## src/rtl/video_frame_scheduler_if.sv

```systemverilog
// -----------------------------------------------------------------------------
// video_frame_scheduler_if
//
// Groups the writer handshake, the timing-generator controls and the status
// outputs of video_frame_scheduler into one bundle.
//
//   slave  : the scheduler. It receives requests and ticks, and drives grants,
//            indices, generator controls and status.
//   master : the surrounding system (frame writer, timing generator, bench).
//
// Signals
//   mode_oneshot  0 = continuous trigger, 1 = trigger per completed frame
//   wr_req        writer requests a buffer (level)
//   wr_grant      one-cycle pulse, wr_idx now owned by the writer
//   wr_idx        buffer being written
//   wr_done       pulse, current write buffer complete
//   wr_drop       pulse, abort current write and discard the buffer
//   frame_tick    pulse ahead of the generator's frame-start sample of ready
//   tg_ready      generator ready input
//   tg_trigger    generator trigger input
//   rd_idx        buffer the generator is reading
//   rd_valid      rd_idx holds a displayed buffer
//   overrun       one-cycle pulse, a completed undisplayed frame was reused
//   skip_cnt      saturating count of frames with tg_ready driven low
// -----------------------------------------------------------------------------
interface video_frame_scheduler_if #(
   parameter int IDX_BITS = 2
);
   logic                mode_oneshot;
   logic                wr_req;
   logic                wr_grant;
   logic [IDX_BITS-1:0] wr_idx;
   logic                wr_done;
   logic                wr_drop;
   logic                frame_tick;
   logic                tg_ready;
   logic                tg_trigger;
   logic [IDX_BITS-1:0] rd_idx;
   logic                rd_valid;
   logic                overrun;
   logic [15:0]         skip_cnt;

   modport slave (
      input  mode_oneshot, wr_req, wr_done, wr_drop, frame_tick,
      output wr_grant, wr_idx, tg_ready, tg_trigger, rd_idx, rd_valid,
             overrun, skip_cnt
   );

   modport master (
      output mode_oneshot, wr_req, wr_done, wr_drop, frame_tick,
      input  wr_grant, wr_idx, tg_ready, tg_trigger, rd_idx, rd_valid,
             overrun, skip_cnt
   );
endinterface

```

## src/rtl/video_frame_scheduler.sv

```systemverilog
// -----------------------------------------------------------------------------
// video_frame_scheduler
//
// Schedules a ring of NUM_BUF frame buffers between one frame writer and the
// video timing generator. Free buffers are granted to the writer; on each
// frame_tick the newest completed buffer is promoted to the read side. The
// generator's ready (per-frame skip) and trigger inputs are driven from here.
//
// Ports
//   clk_in   clock
//   reset    asynchronous, active-high reset
//   sif      video_frame_scheduler_if.slave (writer handshake, generator
//            controls, read index, overrun pulse, skip counter)
//
// Optional feature (compile-time macro REPEAT_LAST_EN):
//   When defined, a frame_tick with no new frame but a displayed buffer keeps
//   that buffer, raises tg_ready and does not count a skip.
// -----------------------------------------------------------------------------
module video_frame_scheduler #(
   parameter int NUM_BUF  = 3,
   parameter int IDX_BITS = 2
) (
   input  logic                   clk_in,
   input  logic                   reset,
   video_frame_scheduler_if.slave sif
);

   typedef enum logic [1:0] {
      BUF_FREE    = 2'd0,
      BUF_WRITING = 2'd1,
      BUF_FULL    = 2'd2,
      BUF_READING = 2'd3
   } buf_state_t;

   // Per-buffer status, published by the per-buffer state machines below
   logic [NUM_BUF-1:0]  free_mask;
   logic [NUM_BUF-1:0]  full_mask;

   logic                writing_reg,      writing_next;
   logic [IDX_BITS-1:0] wr_idx_reg,       wr_idx_next;
   logic                wr_grant_reg,     wr_grant_next;
   logic [IDX_BITS-1:0] newest_idx_reg,   newest_idx_next;
   logic                newest_valid_reg, newest_valid_next;
   logic [IDX_BITS-1:0] rd_idx_reg,       rd_idx_next;
   logic                rd_valid_reg,     rd_valid_next;
   logic                tg_ready_reg,     tg_ready_next;
   logic                tg_trigger_reg,   tg_trigger_next;
   logic                overrun_reg,      overrun_next;
   logic [15:0]         skip_cnt_reg,     skip_cnt_next;

   logic                done_acc;
   logic                drop_acc;
   logic                eff_newest_valid;
   logic [IDX_BITS-1:0] eff_newest_idx;
   logic                promote;
   logic                repeat_last;

   logic                free_found,  other_found;
   logic [IDX_BITS-1:0] free_idx,    other_idx;
   logic                grant;
   logic [IDX_BITS-1:0] grant_idx;
   logic                took_full;
   logic                steal_newest;

   // ---------------------------------------------------------------------------
   // Writer completion and frame promotion. A wr_done in the same cycle as a
   // frame_tick counts as already complete, so that buffer is promoted at once.
   // ---------------------------------------------------------------------------
   always_comb begin
      done_acc         = writing_reg & sif.wr_done & ~sif.wr_drop;
      drop_acc         = writing_reg & sif.wr_drop;
      eff_newest_valid = newest_valid_reg | done_acc;
      eff_newest_idx   = done_acc ? wr_idx_reg : newest_idx_reg;
      promote          = sif.frame_tick & eff_newest_valid;
`ifdef REPEAT_LAST_EN
      repeat_last      = sif.frame_tick & ~eff_newest_valid & rd_valid_reg;
`else
      repeat_last      = 1'b0;
`endif
   end

   // ---------------------------------------------------------------------------
   // Lowest-index search for a FREE buffer and for a FULL buffer that is not
   // the newest one (a stale frame that has been superseded).
   // ---------------------------------------------------------------------------
   always_comb begin
      free_found  = 1'b0;
      free_idx    = '0;
      other_found = 1'b0;
      other_idx   = '0;
      for (int i = NUM_BUF - 1; i >= 0; i--) begin
         if (free_mask[i]) begin
            free_found = 1'b1;
            free_idx   = IDX_BITS'(i);
         end
         if (full_mask[i] && !(newest_valid_reg && (IDX_BITS'(i) == newest_idx_reg))) begin
            other_found = 1'b1;
            other_idx   = IDX_BITS'(i);
         end
      end
   end

   // ---------------------------------------------------------------------------
   // Grant selection. Grants only happen while no write is open, so they never
   // coincide with wr_done/wr_drop. On a frame_tick the newest buffer is about
   // to become READING and is withheld; the buffer freed by that tick is still
   // READING here, so it is naturally not a candidate until the next cycle.
   // ---------------------------------------------------------------------------
   always_comb begin
      grant        = 1'b0;
      grant_idx    = '0;
      took_full    = 1'b0;
      steal_newest = 1'b0;
      if (sif.wr_req && !writing_reg) begin
         if (free_found) begin
            grant     = 1'b1;
            grant_idx = free_idx;
         end else if (other_found) begin
            grant     = 1'b1;
            grant_idx = other_idx;
            took_full = 1'b1;
         end else if (newest_valid_reg && !sif.frame_tick) begin
            grant        = 1'b1;
            grant_idx    = newest_idx_reg;
            took_full    = 1'b1;
            steal_newest = 1'b1;
         end
      end
   end

   // ---------------------------------------------------------------------------
   // One state machine per buffer. Update order within a cycle: writer
   // completion/abort, then frame promotion, then grant.
   // ---------------------------------------------------------------------------
   genvar gi;
   generate
      for (gi = 0; gi < NUM_BUF; gi++) begin : g_buf
         localparam logic [IDX_BITS-1:0] BUF_IDX = IDX_BITS'(gi);
         buf_state_t state_reg, state_next;

         always_ff @(posedge clk_in or posedge reset) begin
            if (reset) state_reg <= BUF_FREE;
            else       state_reg <= state_next;
         end

         always_comb begin
            state_next = state_reg;
            if (done_acc && (wr_idx_reg == BUF_IDX)) state_next = BUF_FULL;
            if (drop_acc && (wr_idx_reg == BUF_IDX)) state_next = BUF_FREE;
            if (promote) begin
               if (state_reg == BUF_READING)    state_next = BUF_FREE;
               if (eff_newest_idx == BUF_IDX)   state_next = BUF_READING;
            end
            if (grant && (grant_idx == BUF_IDX)) state_next = BUF_WRITING;
         end

         assign free_mask[gi] = (state_reg == BUF_FREE);
         assign full_mask[gi] = (state_reg == BUF_FULL);
      end
   endgenerate

   // ---------------------------------------------------------------------------
   // Shared bookkeeping and output registers
   // ---------------------------------------------------------------------------
   always_comb begin
      writing_next = writing_reg;
      if (done_acc || drop_acc) writing_next = 1'b0;
      if (grant)                writing_next = 1'b1;

      wr_idx_next       = grant ? grant_idx : wr_idx_reg;
      wr_grant_next     = grant;
      overrun_next      = grant & took_full;

      newest_idx_next   = eff_newest_idx;
      newest_valid_next = eff_newest_valid & ~promote & ~steal_newest;

      rd_idx_next       = rd_idx_reg;
      rd_valid_next     = rd_valid_reg;
      if (promote) begin
         rd_idx_next   = eff_newest_idx;
         rd_valid_next = 1'b1;
      end

      // tg_ready only moves on frame_tick cycles
      tg_ready_next = tg_ready_reg;
      skip_cnt_next = skip_cnt_reg;
      if (sif.frame_tick) begin
         if (promote || repeat_last) begin
            tg_ready_next = 1'b1;
         end else begin
            tg_ready_next = 1'b0;
            if (skip_cnt_reg != 16'hFFFF) skip_cnt_next = skip_cnt_reg + 16'd1;
         end
      end

      tg_trigger_next = sif.mode_oneshot ? done_acc : 1'b1;
   end

   always_ff @(posedge clk_in or posedge reset) begin
      if (reset) begin
         writing_reg      <= 1'b0;
         wr_idx_reg       <= '0;
         wr_grant_reg     <= 1'b0;
         newest_idx_reg   <= '0;
         newest_valid_reg <= 1'b0;
         rd_idx_reg       <= '0;
         rd_valid_reg     <= 1'b0;
         tg_ready_reg     <= 1'b0;
         tg_trigger_reg   <= 1'b0;
         overrun_reg      <= 1'b0;
         skip_cnt_reg     <= '0;
      end else begin
         writing_reg      <= writing_next;
         wr_idx_reg       <= wr_idx_next;
         wr_grant_reg     <= wr_grant_next;
         newest_idx_reg   <= newest_idx_next;
         newest_valid_reg <= newest_valid_next;
         rd_idx_reg       <= rd_idx_next;
         rd_valid_reg     <= rd_valid_next;
         tg_ready_reg     <= tg_ready_next;
         tg_trigger_reg   <= tg_trigger_next;
         overrun_reg      <= overrun_next;
         skip_cnt_reg     <= skip_cnt_next;
      end
   end

   assign sif.wr_grant   = wr_grant_reg;
   assign sif.wr_idx     = wr_idx_reg;
   assign sif.tg_ready   = tg_ready_reg;
   assign sif.tg_trigger = tg_trigger_reg;
   assign sif.rd_idx     = rd_idx_reg;
   assign sif.rd_valid   = rd_valid_reg;
   assign sif.overrun    = overrun_reg;
   assign sif.skip_cnt   = skip_cnt_reg;

endmodule

```

## src/flat_wrapper.sv

```systemverilog
// flat-port wrapper written by rule: the top's interface ports become plain ports
module video_frame_scheduler_flat 
#(
   parameter int NUM_BUF  = 3,
   parameter int IDX_BITS = 2
)
  (clk_in, reset, sif_mode_oneshot, sif_wr_req, sif_wr_done, sif_wr_drop, sif_frame_tick, sif_wr_grant, sif_wr_idx, sif_tg_ready, sif_tg_trigger, sif_rd_idx, sif_rd_valid, sif_overrun, sif_skip_cnt);
  video_frame_scheduler_if #(.IDX_BITS(IDX_BITS)) sif_i ();
  input  logic clk_in;
  input  logic reset;
  input wire logic [$bits(sif_i.mode_oneshot)-1:0] sif_mode_oneshot;
  input wire logic [$bits(sif_i.wr_req)-1:0] sif_wr_req;
  input wire logic [$bits(sif_i.wr_done)-1:0] sif_wr_done;
  input wire logic [$bits(sif_i.wr_drop)-1:0] sif_wr_drop;
  input wire logic [$bits(sif_i.frame_tick)-1:0] sif_frame_tick;
  output wire logic [$bits(sif_i.wr_grant)-1:0] sif_wr_grant;
  output wire logic [$bits(sif_i.wr_idx)-1:0] sif_wr_idx;
  output wire logic [$bits(sif_i.tg_ready)-1:0] sif_tg_ready;
  output wire logic [$bits(sif_i.tg_trigger)-1:0] sif_tg_trigger;
  output wire logic [$bits(sif_i.rd_idx)-1:0] sif_rd_idx;
  output wire logic [$bits(sif_i.rd_valid)-1:0] sif_rd_valid;
  output wire logic [$bits(sif_i.overrun)-1:0] sif_overrun;
  output wire logic [$bits(sif_i.skip_cnt)-1:0] sif_skip_cnt;
  assign sif_i.mode_oneshot = sif_mode_oneshot;
  assign sif_i.wr_req = sif_wr_req;
  assign sif_i.wr_done = sif_wr_done;
  assign sif_i.wr_drop = sif_wr_drop;
  assign sif_i.frame_tick = sif_frame_tick;
  assign sif_wr_grant = sif_i.wr_grant;
  assign sif_wr_idx = sif_i.wr_idx;
  assign sif_tg_ready = sif_i.tg_ready;
  assign sif_tg_trigger = sif_i.tg_trigger;
  assign sif_rd_idx = sif_i.rd_idx;
  assign sif_rd_valid = sif_i.rd_valid;
  assign sif_overrun = sif_i.overrun;
  assign sif_skip_cnt = sif_i.skip_cnt;
  video_frame_scheduler #(.NUM_BUF(NUM_BUF), .IDX_BITS(IDX_BITS)) u_core (.clk_in(clk_in), .reset(reset), .sif(sif_i));
endmodule
```

## config.mk

```make
export PLATFORM = sky130hd
export DESIGN_NAME = video_frame_scheduler_flat
export DESIGN_NICKNAME = d
export VERILOG_FILES = /design/src/rtl/video_frame_scheduler_if.sv /design/src/rtl/video_frame_scheduler.sv /design/src/flat_wrapper.sv
export SDC_FILE = /design/constraint.sdc
export NUM_CORES = 1
export LEC_CHECK = 0
export CAP_MARGIN = 10
export CORE_UTILIZATION = 57
export CTS_CLUSTER_SIZE = 12
export DETAILED_ROUTE_END_ITERATION = 10
export PLACE_DENSITY = 0.85
export SLEW_MARGIN = 20
export SYNTH_ARGS = -nofsm -noshare
export SYNTH_HDL_FRONTEND = slang
export SYNTH_SLANG_ARGS = --single-unit
```

## constraint.sdc

```tcl
create_clock -name clk_in -period 4.4 [get_ports clk_in]
set_clock_uncertainty 0.15 [all_clocks]
set_input_delay 0.88 -clock clk_in [delete_from_list [all_inputs] [get_ports clk_in]]
set_output_delay 0.88 -clock clk_in [all_outputs]
set_load 0.01 [all_outputs]
```

==> results.txt <==
----------------------------------------------------
[Power and ir drop]
  Total Power ... 1.30 mW
  IR drop worst, VDD ... between 0.0002 and 0.0003 V
  Switching power of the nets ... ~0.54 mW
  Int Pwr ... ~0.77 mW
  Relative contribution of combinational cells to total power ... 0.426
  Total power density per cell area ... ~570 nW/um2
  Leak pwr ... roughly 0.94 nW
  Sequential cell fraction of total power ... 0.445
  Switching portion of total power ... 0.413
  Clock network fraction of design power ... 0.129

[STA]
  Setup violators final ... 0
  Relative max-transition margin ... 0.510
  Fmax ... roughly 0.35 GHz
  Final period utilization ... 0.641
  Number of pins with negative max-slew slack in the final report ... 0
  Crit path time final ... between 2000 and 3000 ps
  RSZ-0062 raised after global routing ... false
  Fin Setup TNS ... 0 ps
  Min Hold Slack ... approximately 340 ps
  Final worst-path setup slack ... between 1500 and 2000 ps
  Tightest Pin Transition ... between 700 and 800 ps
  Endpoints failing hold ... 0

[GRT]
  Number of global-route vias before repair ... between 1500 and 2000
  Largest net degree at the start of global routing ... 36
  Total congestion overflow ... 0
  Antenna violations before repair ... 0
  GRT Overall Usage ... 0.280
  First-pass GRT wire length ... about 7.5 mm

[Logic synthesis]
  Post-Syn Area per Cell ... about 10 um2
  Count of mapped cells out of synthesis ... 185
  Number of flops mapped to enable cells by yosys ... 0
  Post-synthesis cell type count ... 55
  Post-Syn Area ... 1900 um2
  Ys flop type ... dfrtp_1
  Async S/R FF share, synth ... 1.00
  #FFs+latches synth ... 35
  Synthesis Warnings ... 0
  Share of the yosys chip area belonging to registers ... 0.460
  Number of nets in the synthesized netlist ... roughly 190

[Placed design]
  DP Wirelength ... 3.17 mm
  Number of input and output port buffers inserted ... 31
  Routability Congestion ... between 0.9 and 1
  Count of placed standard cells including taps ... approximately 250
  Post-Place Worst Slack ... 1240 ps

[Die]
  Standard cell core area ... around 3100 um2
  Starting Density ... 0.614
  Number of rows in the core area ... 20
  Number of top-level design ports ... 32
  Die Ht ... approximately 60 um
  Floorplan die area ... around 3600 um2
  Die outline width ... roughly 60 um

[Worst setup path]
  Endpoint of the worst register-to-register path ... u_core.g_buf[0].state_reg[0]
  Worst reg2reg setup slack ... between 1500 and 2000 ps
  Kind of start point of the critical path ... input port
  Critical path arrival ... 2930 ps
  R2R depth ... 4
  Top fanout value on the critical path ... 6
  Crit Reg-Reg Startpoint ... u_core.newest_valid_reg
  Worst Path Required ... ~4500 ps
  Critical path capture point type ... flop
  Critical path class ... input port to flop

[Layout]
  Net count reported at finish ... between 200 and 250
  Fraction of layout instances using a drive strength above 1 ... 0.0688
  Seq. cell area ... about 900 um2
  Most common cell after layout, fill and taps aside ... dfrtp_1
  Leading cell types in the layout, fill and taps excluded ... dfrtp_1 (35), clkdlybuf4s50_1 (31), inv_1 (13)
  Total area of multi-input combinational cells ... approximately 940 um2
  Antenna Cells ... 0
  Fillers ... 253
  Number of standard cells in the layout, taps in and fillers out ... 262
  Flip-flop count of the largest register after layout ... 16
  Layout Area Growth over Synthesis ... 20.3%

[Detailed routing]
  Final wirelength ... 4.37 mm
  Pre-antenna DRT Iters ... 5
  DRC marker count from the first detailed-route iteration ... roughly 140
  Number of vias per cell ... roughly 6.2
  Via Count ... between 1500 and 2000
  DRC violation count after routing ... 0
  Remaining antenna violation count ... 0
  Wire per inst ... between 15 and 20 um

[Hold path]
  HP Start ... u_core.sif.rd_valid
  Destination of the worst hold path ... u_core.sif.rd_valid
  Cell depth of the worst min-delay path ... 1
  Worst min-delay path category ... flop to flop

[Run]
  Maximum capacitance violations ... 0

[CTS]
  Resized cells post-CTS ... 0
  Total clock buffers created by CTS ... 5
  Root buffer cell ... clkbuf_4
  Clock slew seen by the registers of the worst setup and hold paths ... around 100 ps
  Clock latency on the worst-skew pair ... approximately 330 ps
  Sinks on Clock Net ... 35
  Clock Path Buffers ... 2
  Total number of H-tree levels ... 2
  TritonCTS clock tree ... yes
  Post-CTS repair timing setup buffer count ... 0
  Hold_buf cts ... 0

[Outcome]
  Outcome ... complete, no violations

----------------------------------------------------
## cells in the mapped netlist (2+ instances only)
library cell	instances	share of area
dfrtp_1	35	0.46
inv_1	13	0.026
nand2_1	10	0.020
nor2_1	10	0.020
xor2_1	10	0.046
nor3_1	7	0.018
nand3_1	6	0.016
a31oi_1	5	0.016
nand3b_1	5	0.020
nor2b_1	5	0.016
a211oi_1	4	0.016
a21oi_1	4	0.011
clkbuf_1	4	0.0079
o21ai_0	4	0.011
a32oi_1	3	0.014
mux2i_1	3	0.016
nand2b_1	3	0.0099
nand4_1	3	0.0099
nor4_1	3	0.0099
xnor2_1	3	0.014
a2111oi_4	2	0.029
a311o_1	2	0.011
and3_1	2	0.0066
and4b_1	2	0.011
nand4b_1	2	0.0092
o221ai_1	2	0.0092
o22ai_1	2	0.0066
o32a_1	2	0.011
o32ai_1	2	0.0092
or2_2	2	0.0066
## critical path: stages
cell             delay [ps]
clkdlybuf4s50_1         570
and3b_1                 260
or4b_1                  710
a2111oi_4               350
xor2_1                  170
## layout make-up
type	count	share of cell area
Clock inverter	1	0.00218
Clock buffer	7	0.0197
Timing Repair Buffer	32	0.139
Multi-Input combinational cell	130	0.412
Tap cell	44	0.0240
Inverter	13	0.0213
Sequential cell	35	0.382
## power groups by stage
stage / logic (mW) / registers, mW / clock network, mW
floorplan: 0.335 / 0.562 / 0
global placement: 0.540 / 0.567 / 0
detailed placement: 0.552 / 0.578 / 0
CTS: 0.555 / 0.571 / 0.171
global route: 0.617 / 0.595 / 0.184
finish: 0.556 / 0.580 / 0.168
## per-layer routing
metal	vias to the layer above	GRT usage	wire length, um	share of wire
li1	760	-	-	-
met1	812	0.351	1850	0.42
met2	57	0.462	2250	0.51
met3	7	0.0541	220	0.050
met4	0	0.136	59	0.013
met5	-	0	0	0
## per-stage QoR
step           instance area (um2)  utilization
6_report                      2290        0.738
5_1_grt                       2290        0.738
4_1_cts                       2290        0.738
3_5_place_dp                  2240        0.722
3_3_place_gp                  2240        0.722
2_1_floorplan                 1900            -
## kinds of logic (layout without fill, tap and decap cells)
logic type / count (synthesis) / count (layout) / synth area share
fa+ha+maj: 1 / 1 / 0.00657
buf+inv: 20 / 53 / 0.0447
flops: 35 / 35 / 0.460
compound gates: 46 / 46 / 0.206
mux: 4 / 4 / 0.0217
simple gates: 66 / 66 / 0.201
xor+xnor: 13 / 13 / 0.0598
## how the worst max path moves through the flow
stage	startpoint	to	slack, ps
detailed placement	sif_wr_drop	u_core.sif.skip_cnt[13]	1240
floorplan	sif_wr_done	u_core.sif.skip_cnt[11]	1930
finish	sif_wr_drop	u_core.sif.skip_cnt[13]	1580
global route	sif_wr_drop	u_core.sif.skip_cnt[15]	1480
global placement	sif_wr_drop	u_core.sif.skip_cnt[13]	1290
CTS	sif_wr_drop	u_core.sif.skip_cnt[15]	1590
Note: power is estimated with default switching activity, not from simulation.
